==> src/rtl/bullet_scheduler.sv <==
// Bullet-slot pool scheduler: per frame tick, arbitrates fire requests into
// free slots, then sweeps every slot once to advance or retire its bullet.
module bullet_scheduler #(
   parameter int NSLOT          = 16,
   parameter int MAX_PER_PLAYER = 8,
   parameter int COOLDOWN       = 12,
   parameter int SPEED          = 4,
   parameter int SCREEN_W       = 640,
   parameter int SCREEN_H       = 480,
   parameter int BW             = 8,
   parameter int BH             = 6,
   parameter int SPAWN_DX       = 12,
   parameter int SPAWN_DY       = 13,
   localparam int IW            = $clog2(NSLOT)
) (
   input  logic          clk,
   input  logic          clrn,
   input  logic          f_tick,
   input  logic [1:0]    fire_req,
   input  logic [9:0]    p1_x,
   input  logic [9:0]    p2_x,
   input  logic [9:0]    p1_y,
   input  logic [9:0]    p2_y,
   input  logic [1:0]    p1_dir,
   input  logic [1:0]    p2_dir,
   input  logic          kill_en,
   input  logic [IW-1:0] kill_idx,
   output logic          wr_en,
   output logic [IW-1:0] wr_idx,
   output logic [31:0]   wr_data,
   output logic [1:0]    fire_ack,
   output logic          busy,
   output logic [3:0]    live_cnt1,
   output logic [3:0]    live_cnt2
);

   // state  | meaning
   // IDLE   | waiting for f_tick; services kill requests
   // ALLOC0 | outputs show the first-served player's grant (rr player)
   // ALLOC1 | outputs show the second-served player's grant
   // MOVE   | outputs show the sweep write of slot sidx
   typedef enum logic [1:0] {IDLE, ALLOC0, ALLOC1, MOVE} state_t;

   localparam logic [3:0]    CAP     = 4'(MAX_PER_PLAYER);
   localparam logic [3:0]    CD_LOAD = 4'(COOLDOWN);
   localparam logic [10:0]   STEP    = 11'(SPEED);
   localparam logic [10:0]   X_MAX   = 11'(SCREEN_W - BW);
   localparam logic [10:0]   Y_MAX   = 11'(SCREEN_H - BH);
   localparam logic [9:0]    DX      = 10'(SPAWN_DX);
   localparam logic [9:0]    DY      = 10'(SPAWN_DY);
   localparam logic [IW-1:0] LAST    = IW'(NSLOT - 1);

   state_t           state;
   logic [IW-1:0]    sidx;
   logic [NSLOT-1:0] s_v;
   logic [NSLOT-1:0] s_own;
   logic [1:0]       s_dir [NSLOT];
   logic [9:0]       s_x   [NSLOT];
   logic [9:0]       s_y   [NSLOT];
   logic [3:0]       cd    [2];
   logic [3:0]       live  [2];
   logic [1:0]       pend;
   logic             rr;
   logic             first;

   logic [1:0]    pend_eff;
   logic          sp;
   logic          free_any;
   logic [IW-1:0] free_idx;
   logic          grant;
   logic          serve_now;
   logic [9:0]    sp_x, sp_y, spawn_x, spawn_y;
   logic [1:0]    sp_dir;
   logic [IW-1:0] mv_idx;
   logic          move_now;
   logic [10:0]   mx, my, nx, ny;
   logic          mv_die;

   assign live_cnt1 = live[0];
   assign live_cnt2 = live[1];

   // Registered outputs present the action of the state being entered, so
   // grant and sweep decisions are made from the next-state's point of view.
   always_comb begin
      pend_eff  = pend | {fire_req[1] & (cd[1] == 4'd0), fire_req[0] & (cd[0] == 4'd0)};
      sp        = (state == IDLE) ? rr : ~first;
      serve_now = ((state == IDLE) && f_tick) || (state == ALLOC0);
      free_any  = 1'b0;
      free_idx  = '0;
      for (int i = NSLOT - 1; i >= 0; i--) begin
         if (!s_v[i]) begin
            free_any = 1'b1;
            free_idx = IW'(i);
         end
      end
      grant   = pend_eff[sp] && (live[sp] < CAP) && free_any;
      sp_x    = sp ? p2_x : p1_x;
      sp_y    = sp ? p2_y : p1_y;
      sp_dir  = sp ? p2_dir : p1_dir;
      spawn_x = sp_x + DX;
      spawn_y = sp_y + DY;

      mv_idx   = (state == ALLOC1) ? '0 : sidx + IW'(1);
      move_now = (state == ALLOC1) || ((state == MOVE) && (sidx != LAST));
      mx       = {1'b0, s_x[mv_idx]};
      my       = {1'b0, s_y[mv_idx]};
      nx       = mx;
      ny       = my;
      case (s_dir[mv_idx])
         2'd0:    ny = my - STEP;
         2'd1:    nx = mx + STEP;
         2'd2:    ny = my + STEP;
         default: nx = mx - STEP;
      endcase
      mv_die = nx[10] | ny[10] | (nx > X_MAX) | (ny > Y_MAX);
   end

   always_ff @(posedge clk or negedge clrn) begin
      if (!clrn) begin
         state    <= IDLE;
         sidx     <= '0;
         s_v      <= '0;
         s_own    <= '0;
         for (int i = 0; i < NSLOT; i++) begin
            s_dir[i] <= '0;
            s_x[i]   <= '0;
            s_y[i]   <= '0;
         end
         cd[0]    <= '0;
         cd[1]    <= '0;
         live[0]  <= '0;
         live[1]  <= '0;
         pend     <= '0;
         rr       <= 1'b0;
         first    <= 1'b0;
         wr_en    <= 1'b0;
         wr_idx   <= '0;
         wr_data  <= '0;
         fire_ack <= '0;
         busy     <= 1'b0;
      end else begin
         wr_en    <= 1'b0;
         wr_idx   <= '0;
         wr_data  <= '0;
         fire_ack <= '0;
         pend     <= pend_eff;

         case (state)
            IDLE: begin
               if (f_tick) begin
                  state <= ALLOC0;
                  busy  <= 1'b1;
                  first <= rr;
                  for (int p = 0; p < 2; p++) begin
                     if (cd[p] != 4'd0) cd[p] <= cd[p] - 4'd1;
                  end
                  if ((pend_eff == 2'b11) && grant) rr <= ~rr;
               end else if (kill_en) begin
                  // a kill coinciding with f_tick is dropped: the port belongs to ALLOC0
                  wr_en  <= 1'b1;
                  wr_idx <= kill_idx;
                  if (s_v[kill_idx]) begin
                     s_v[kill_idx]             <= 1'b0;
                     live[s_own[kill_idx]]     <= live[s_own[kill_idx]] - 4'd1;
                  end
               end
            end
            ALLOC0: state <= ALLOC1;
            ALLOC1: begin
               state <= MOVE;
               sidx  <= '0;
            end
            MOVE: begin
               if (sidx == LAST) begin
                  state <= IDLE;
                  busy  <= 1'b0;
               end else begin
                  sidx <= mv_idx;
               end
            end
            default: state <= IDLE;
         endcase

         if (serve_now) begin
            pend[sp] <= 1'b0;
            if (grant) begin
               s_v[free_idx]   <= 1'b1;
               s_own[free_idx] <= sp;
               s_dir[free_idx] <= sp_dir;
               s_x[free_idx]   <= spawn_x;
               s_y[free_idx]   <= spawn_y;
               wr_en           <= 1'b1;
               wr_idx          <= free_idx;
               wr_data         <= {1'b1, sp, sp_dir, spawn_x, spawn_y, 8'h00};
               fire_ack[sp]    <= 1'b1;
               cd[sp]          <= CD_LOAD;
               live[sp]        <= live[sp] + 4'd1;
            end
         end

         if (move_now) begin
            wr_en  <= 1'b1;
            wr_idx <= mv_idx;
            if (s_v[mv_idx]) begin
               if (mv_die) begin
                  s_v[mv_idx]          <= 1'b0;
                  live[s_own[mv_idx]]  <= live[s_own[mv_idx]] - 4'd1;
               end else begin
                  s_x[mv_idx] <= nx[9:0];
                  s_y[mv_idx] <= ny[9:0];
                  wr_data     <= {1'b1, s_own[mv_idx], s_dir[mv_idx], nx[9:0], ny[9:0], 8'h00};
               end
            end
         end
      end
   end

endmodule

==> config.mk <==
export PLATFORM = sky130hd
export DESIGN_NAME = bullet_scheduler
export DESIGN_NICKNAME = d
export VERILOG_FILES = /design/src/rtl/bullet_scheduler.sv
export SDC_FILE = /design/constraint.sdc
export NUM_CORES = 1
export LEC_CHECK = 0
export BUFFER_PORTS_ARGS = -buffer_cell sky130_fd_sc_hd__clkbuf_2
export CAP_MARGIN = 10
export CORE_MARGIN = 5
export CORE_UTILIZATION = 45
export DETAILED_ROUTE_END_ITERATION = 10
export GPL_ROUTABILITY_DRIVEN = 0
export PLACE_DENSITY = 0.66
export SYNTH_ARGS = -nofsm -noshare
export SYNTH_HDL_FRONTEND = slang
export SYNTH_SLANG_ARGS = --single-unit
==> constraint.sdc <==
create_clock -name clk -period 8.3 [get_ports clk]
set_input_delay 0 -clock clk [delete_from_list [all_inputs] [get_ports clk]]
set_output_delay 0 -clock clk [all_outputs]
set_load 0.1 [all_outputs]
# --- Word-level counts from Yosys, hierarchy flattened ---
# Cells that the tools add are included.
op_classes:
  n_lt_le_gt_ge: 21
  eq_ne: 11
  n_addsub: 12
  mux: 158
  reduce_logical: 31
  n_bitwise: 23
ops:
  columns: ["operator", "n"]
  rows:
  - ["two-way mux 160 bit", 10]
  - ["bitwise mux 160 bit", 4]
  - ["two-way mux 32 bit", 5]
  - ["two-way mux 4 bit", 38]
  - ["two-way mux 16 bit", 9]
  - ["two-way mux 8 bit", 13]
  - ["binary-select mux 10 bit (select 4 bit)", 2]
  - ["demux 10 bit (select 4 bit)", 2]
  - ["two-way mux 10 bit", 8]
  - ["one-hot mux 11 bit (2 select lines)", 2]
  - ["two-way mux 1 bit", 35]
  - ["bitwise AND 16 bit", 2]
  - ["bitwise mux 32 bit", 1]
  - ["inverter 16 bit", 2]
  - ["bitwise mux 8 bit", 3]
  - ["adder 10 x 3 -> 11 bit (second input constant)", 2]
  - ["subtractor 10 x 3 -> 11 bit (second input constant)", 2]
  - ["adder 10 x 4 -> 10 bit (second input constant)", 2]
  - ["two-way mux 2 bit", 9]
  - ["binary-select mux 1 bit (select 4 bit)", 4]
  - ["bitwise mux 16 bit", 1]
  - ["bitwise OR 16 bit", 1]
  - ["subtractor 4 x 1 -> 4 bit (second input constant)", 4]
  - ["less-than comparator 4 x 5 -> 1 bit (second input constant)", 3]
  - ["other kinds (45)", 92]
totals:
  input_bits: 54
  elab_cells: 320
  register_bits: 450
  out_inout_bits: 48

# --- Depth between registers and ports, before layout ---
logic_depth:
  depth_word: 28
  mapped_depth: 29
  mapped_depth_nobuf: 21

# --- Worst setup path after synthesis ---
# OpenSTA, ideal clock, no wires.
synth_timing:
  path_kind: "flip-flop to flip-flop"
  start: "register sidx[1]"
  end: "register s_x[27] (netlist name)"
  required_ns: 8.218
  synth_period_minus_slack_ns: 5.743
  path_slack_ns: 2.557
  path_stages_with_launch: 29
  setup_ns: 0.082
  path_buffers: 9
  t_arrival_ns: 5.661
  path_cell_list: "dfrtp_1 ha_1 buf_4 buf_6 buf_6 buf_2 nand2_1 buf_2 buf_2 clkbuf_1 nor2_1 a21oi_1 o22ai_1 a22oi_1 and3_1 ha_1 a211oi_1 inv_1 nor4_1 a32o_1 nor3_1 maj3_1 o311ai_0 a22o_1 o211ai_4 buf_12 nor3_4 buf_6 mux2i_1"
synth_via:
  elab_chain_cells: 15
  elab_cells_between_ends: 41
  cone_classes: "5 x add/sub; 4 x order compare; 3 x eq/ne; 20 x mux; 4 x bitwise; 5 x reduce/logical"
synth_lines:
  columns: ["element", "line_no", "text"]
  rows:
  - ["from (decl)", "54", "logic [IW-1:0] sidx;"]
  - ["from (signal assigned)", "178", "sidx <= mv_idx;"]
  - ["branches (longest 14 deep; another with subtractor 10 x 3 -> 11 bit)", null, null]
  - ["two-way mux 160 bit *", "201", "if (move_now) begin"]
  - ["to (signal, indexed assignment)", "190", "s_x[free_idx] <= spawn_x;"]
  - ["to (signal, indexed assignment)", "209", "s_x[mv_idx] <= nx[9:0];"]
  - ["to (decl)", "58", "logic [9:0] s_x [NSLOT];"]
# Mark *: on every way between the ends. The select of a mux whose other input is x is not followed.
# A chain may end at the register's enable or synchronous reset.

# --- Worst setup path after layout ---
layout_timing:
  start: "register sidx[0]"
  end: "register s_x[26] (netlist name)"
# The elaborated chain is that of the path after synthesis.

==> reports/results.tsv <==
stage	metric	value	unit
synthesis	synthXorXnorAreaFrac	1.518	%
synthesis	synth.area.top_cells	dfrtp_1 44%, mux2i_1 20%, a21oi_1 3.8%, nand2_1 3.5%, o21ai_0 3.1%	
cells_and_area	nNetsFinal	2628	
routing	drc_errors	0	
worst_setup_path	critPathCaptureType	register	
synthesis	yosys_warnings	0	
worst_setup_path	worstPathMaxFanout	33	
global_routing	grt_overflow	0	
die	core_area	0.05606	mm2
sta	setup_viol	0	
worst_setup_path	crit_end	s_x[26]$_DFF_PN0_	
routing	drtPass1Iterations	6	
synthesis	yosys.area_share.simple	10.89	%
die	die-area	0.06108	mm2
worst_setup_path	crit_start	sidx[0]$_DFFE_PN0P_	
cts	clockBufferDepth	3	
die	fp.dieH	247.1	um
worst_setup_path	worstPathArrival	7.78	ns
die	fp.dieW	247.1	um
synthesis	synth_fa_ha_area_share	1.236	%
die	std_cell_rows	87	
routing	drt_wl_total	86500	um
cts	cts_root_buffer	clkbuf_16	
cells_and_area	n_antenna_cell	0	
synthesis	muxShareOfSynthArea	22.71	%
cells_and_area	layout-drive-gt1-share	13.32	%
routing	vias_per_cell	6.336	
placed_design	hpwl	56620	um
cells_and_area	area_growth	10.64	%
worst_setup_path	reg2reg_slack	1.03	ns
worst_hold_path	hold_path.class	in2reg	
synthesis	synth-compound-area-share	14.86	%
synthesis	ys_ff_latch	442	
global_routing	grt_antenna_before_repair	1	
sta	slew_viol_final	0	
sta	rsz0062_at_grt	false	
synthesis	synth_area	0.02531	mm2
synthesis	async_reset_ff_share	100.0	%
worst_setup_path	worst-setup-path-type	reg2reg	
synthesis	synth_top_area_share	43.71	%
sta	hold_violations	1	
synthesis	syn_inst	2529	
run_status	status	finished with violations	
sta	clock-skew-final	0.02325	ns
cts	cts_resized	0	
sta	slew_headroom	8.864	%
die	initial_core_util	45.14	%
cts	htree_levels	2	
worst_setup_path	critPathLaunchType	register	
synthesis	ys.flop_type	dfrtp_1	
job	max_cap_viol_count	0	
sta	fin_setup_tns	0	ns
sta	min_period	7.269	ns
cts	cts_buffers	47	
worst_setup_path	required	8.81	ns
synthesis	synth_top_family_by_area	multiplexers	
synthesis	synth-edff-count	0	
sta	fin_crit_sh	87.57	%
synthesis	synth_seq_area_share	43.71	%
synthesis	synth_area_per_cell	10.01	um2
sta	fmax	137.6	MHz
routing	vias	21160	
cts	clk_pin_slew	0.06	ns
sta	holdWs	-0.004800	ns
global_routing	grtUsageTotal	27.92	%
routing	drt-initial-drc-count	2546	
cts	insertion_delay	0.60	ns
run_status	violations	negative hold slack	
global_routing	grt_max_degree	143	
synthesis	synth_top_area_cell	dfrtp_1	
routing	wl_per_cell	25.91	um
worst_setup_path	rr_worst_depth	22	
cts	cts.sink_count	442	
global_routing	grt_pass1_vias	21240	
synthesis	yosysUniqueCellTypes	92	
die	io-pin-count	102	
placed_design	port_buffers	93	
sta	tightest_slew	1.364	ns
routing	drtAntennaViolNets	0	
cts	cts_tree	done	
global_routing	grt_pass1_wl	131600	um
worst_setup_path	regToRegStartpoint	sidx[0]$_DFFE_PN0P_	
worst_setup_path	r2r_end	s_x[26]$_DFF_PN0_	
-- timing repair --
action	CTS	global route
buffers inserted	0	0
endpoints found under the hold margin	149	0
hold buffers	16	0
-- placed cells by master (no fill, tap or decap), types with 14 or more instances in the layout --
master         Yosys  layout
mux2i_1          511     511
dfrtp_1          442     441
nand2_1          233     226
nor2_1           203     203
a21oi_1          194     192
o21ai_0          155     155
clkbuf_2           0      92
o22ai_1           80      80
buf_4             21      78
clkbuf_16          0      47
nand3_1           39      39
xnor2_1           32      32
mux2_2            29      29
inv_1             27      27
ha_1              21      19
nor2b_1           18      18
and2_1            19      17
nand2b_1          16      16
dlygate4sd3_1      0      16
nor3_1            15      15
clkbuf_1         132      14
-- synth_stat cells, types with 18 or more instances --
| library cell | n |
|---|---|
| and2_1 | 19 |
| nand2_1 | 233 |
| buf_6 | 25 |
| nand3_1 | 39 |
| a21oi_1 | 194 |
| dfrtp_1 | 442 |
| nor2_1 | 203 |
| nor2b_1 | 18 |
| o22ai_1 | 80 |
| ha_1 | 21 |
| clkbuf_1 | 132 |
| xnor2_1 | 32 |
| mux2i_1 | 511 |
| o21ai_0 | 155 |
| buf_4 | 21 |
| inv_1 | 27 |
| buf_2 | 29 |
| mux2_2 | 29 |
-- metrics by stage --
step	instance area [um2]	cells	hold WS, ns	utilization (%)	setup slack [ns]
2_1_floorplan	25330	2536	-0.2956	-	2.557
3_3_place_gp	26330	3240	0.06807	46.96	1.586
3_5_place_dp	26340	3241	0.06292	46.98	1.402
4_1_cts	27990	3338	0.002638	49.93	1.374
5_1_grt	28000	3339	0.02556	49.94	0.8084
6_report	28000	3339	-0.004800	49.94	1.032
-- cells by family (layout without fill, tap and decap cells) --
logic type      after synthesis  in the layout
flops                       442            442
fa+ha+maj                    24             24
other cells                   1              8
xor+xnor                     43             43
compound gates              605            605
buf+inv                     256            303
mux                         556            556
simple gates                602            602
-- critical path, stage by stage (launching register included) --
cell	delay, ns
dfrtp_4	0.58
buf_4	0.52
nand2_1	0.62
buf_4	0.40
buf_4	0.22
nor2_1	0.11
a21oi_1	0.05
o22ai_1	0.18
nand2_1	0.11
nand3_1	0.20
inv_1	0.08
ha_1	0.29
a21boi_0	0.49
o21ai_0	0.23
a21oi_1	0.24
nor2_1	0.07
a22oi_1	0.20
buf_4	0.34
o311a_1	0.31
o211ai_4	0.30
buf_4	0.34
nor3_4	0.97
mux2i_1	0.29
-- flip-flops by register name, summed over array words and instances (netlist names), 2 cells and up --
register and cells:
s_x 160, sidx 4, s_dir 32, fire_ack 2, s_v 16, live_cnt1 4, wr_data 24, cd 8
state 2, pend 2, wr_idx 4, live_cnt2 4, s_own 16, s_y 160
-- metal layers --
metal	vias to the layer above	global-route usage (%)	wire length [um]
met1	10480	36.62	34150
li1	9103	-	-
met4	2	15.20	5363
met2	1242	43.94	38990
met3	335	5.112	7977
met5	-	0	13
-- layout make-up --
class,instances,area [um2]
Tap cell,756,945.9
Multi-Input combinational cell,1838,13100
Fill cell,5055,28060
Clock buffer,70,1353
Inverter,32,120.1
Timing Repair Buffer,190,1272
Clock inverter,11,141.4
Sequential cell,442,11060
-- worst min path at each step --
stage	startpoint	endpoint	slack [ns]	depth (start not counted)
final	p1_x[7]	wr_data[25]$_DFF_PN0_	-0.005	5
after global routing	p2_y[0]	s_y[70]$_DFF_PN0_	0.03	3
after CTS	kill_idx[0]	wr_idx[0]$_DFF_PN0_	0.003	3
after detailed placement	clrn	live_cnt1[2]$_DFF_PN0_	0.06	1
after global placement	clrn	live_cnt2[2]$_DFF_PN0_	0.07	1
after floorplan	clrn	busy$_DFFE_PN0P_	-0.30	0
Power is not shown: default switching activity piles up to over one toggle a cycle in this logic, so the estimate is an artifact.
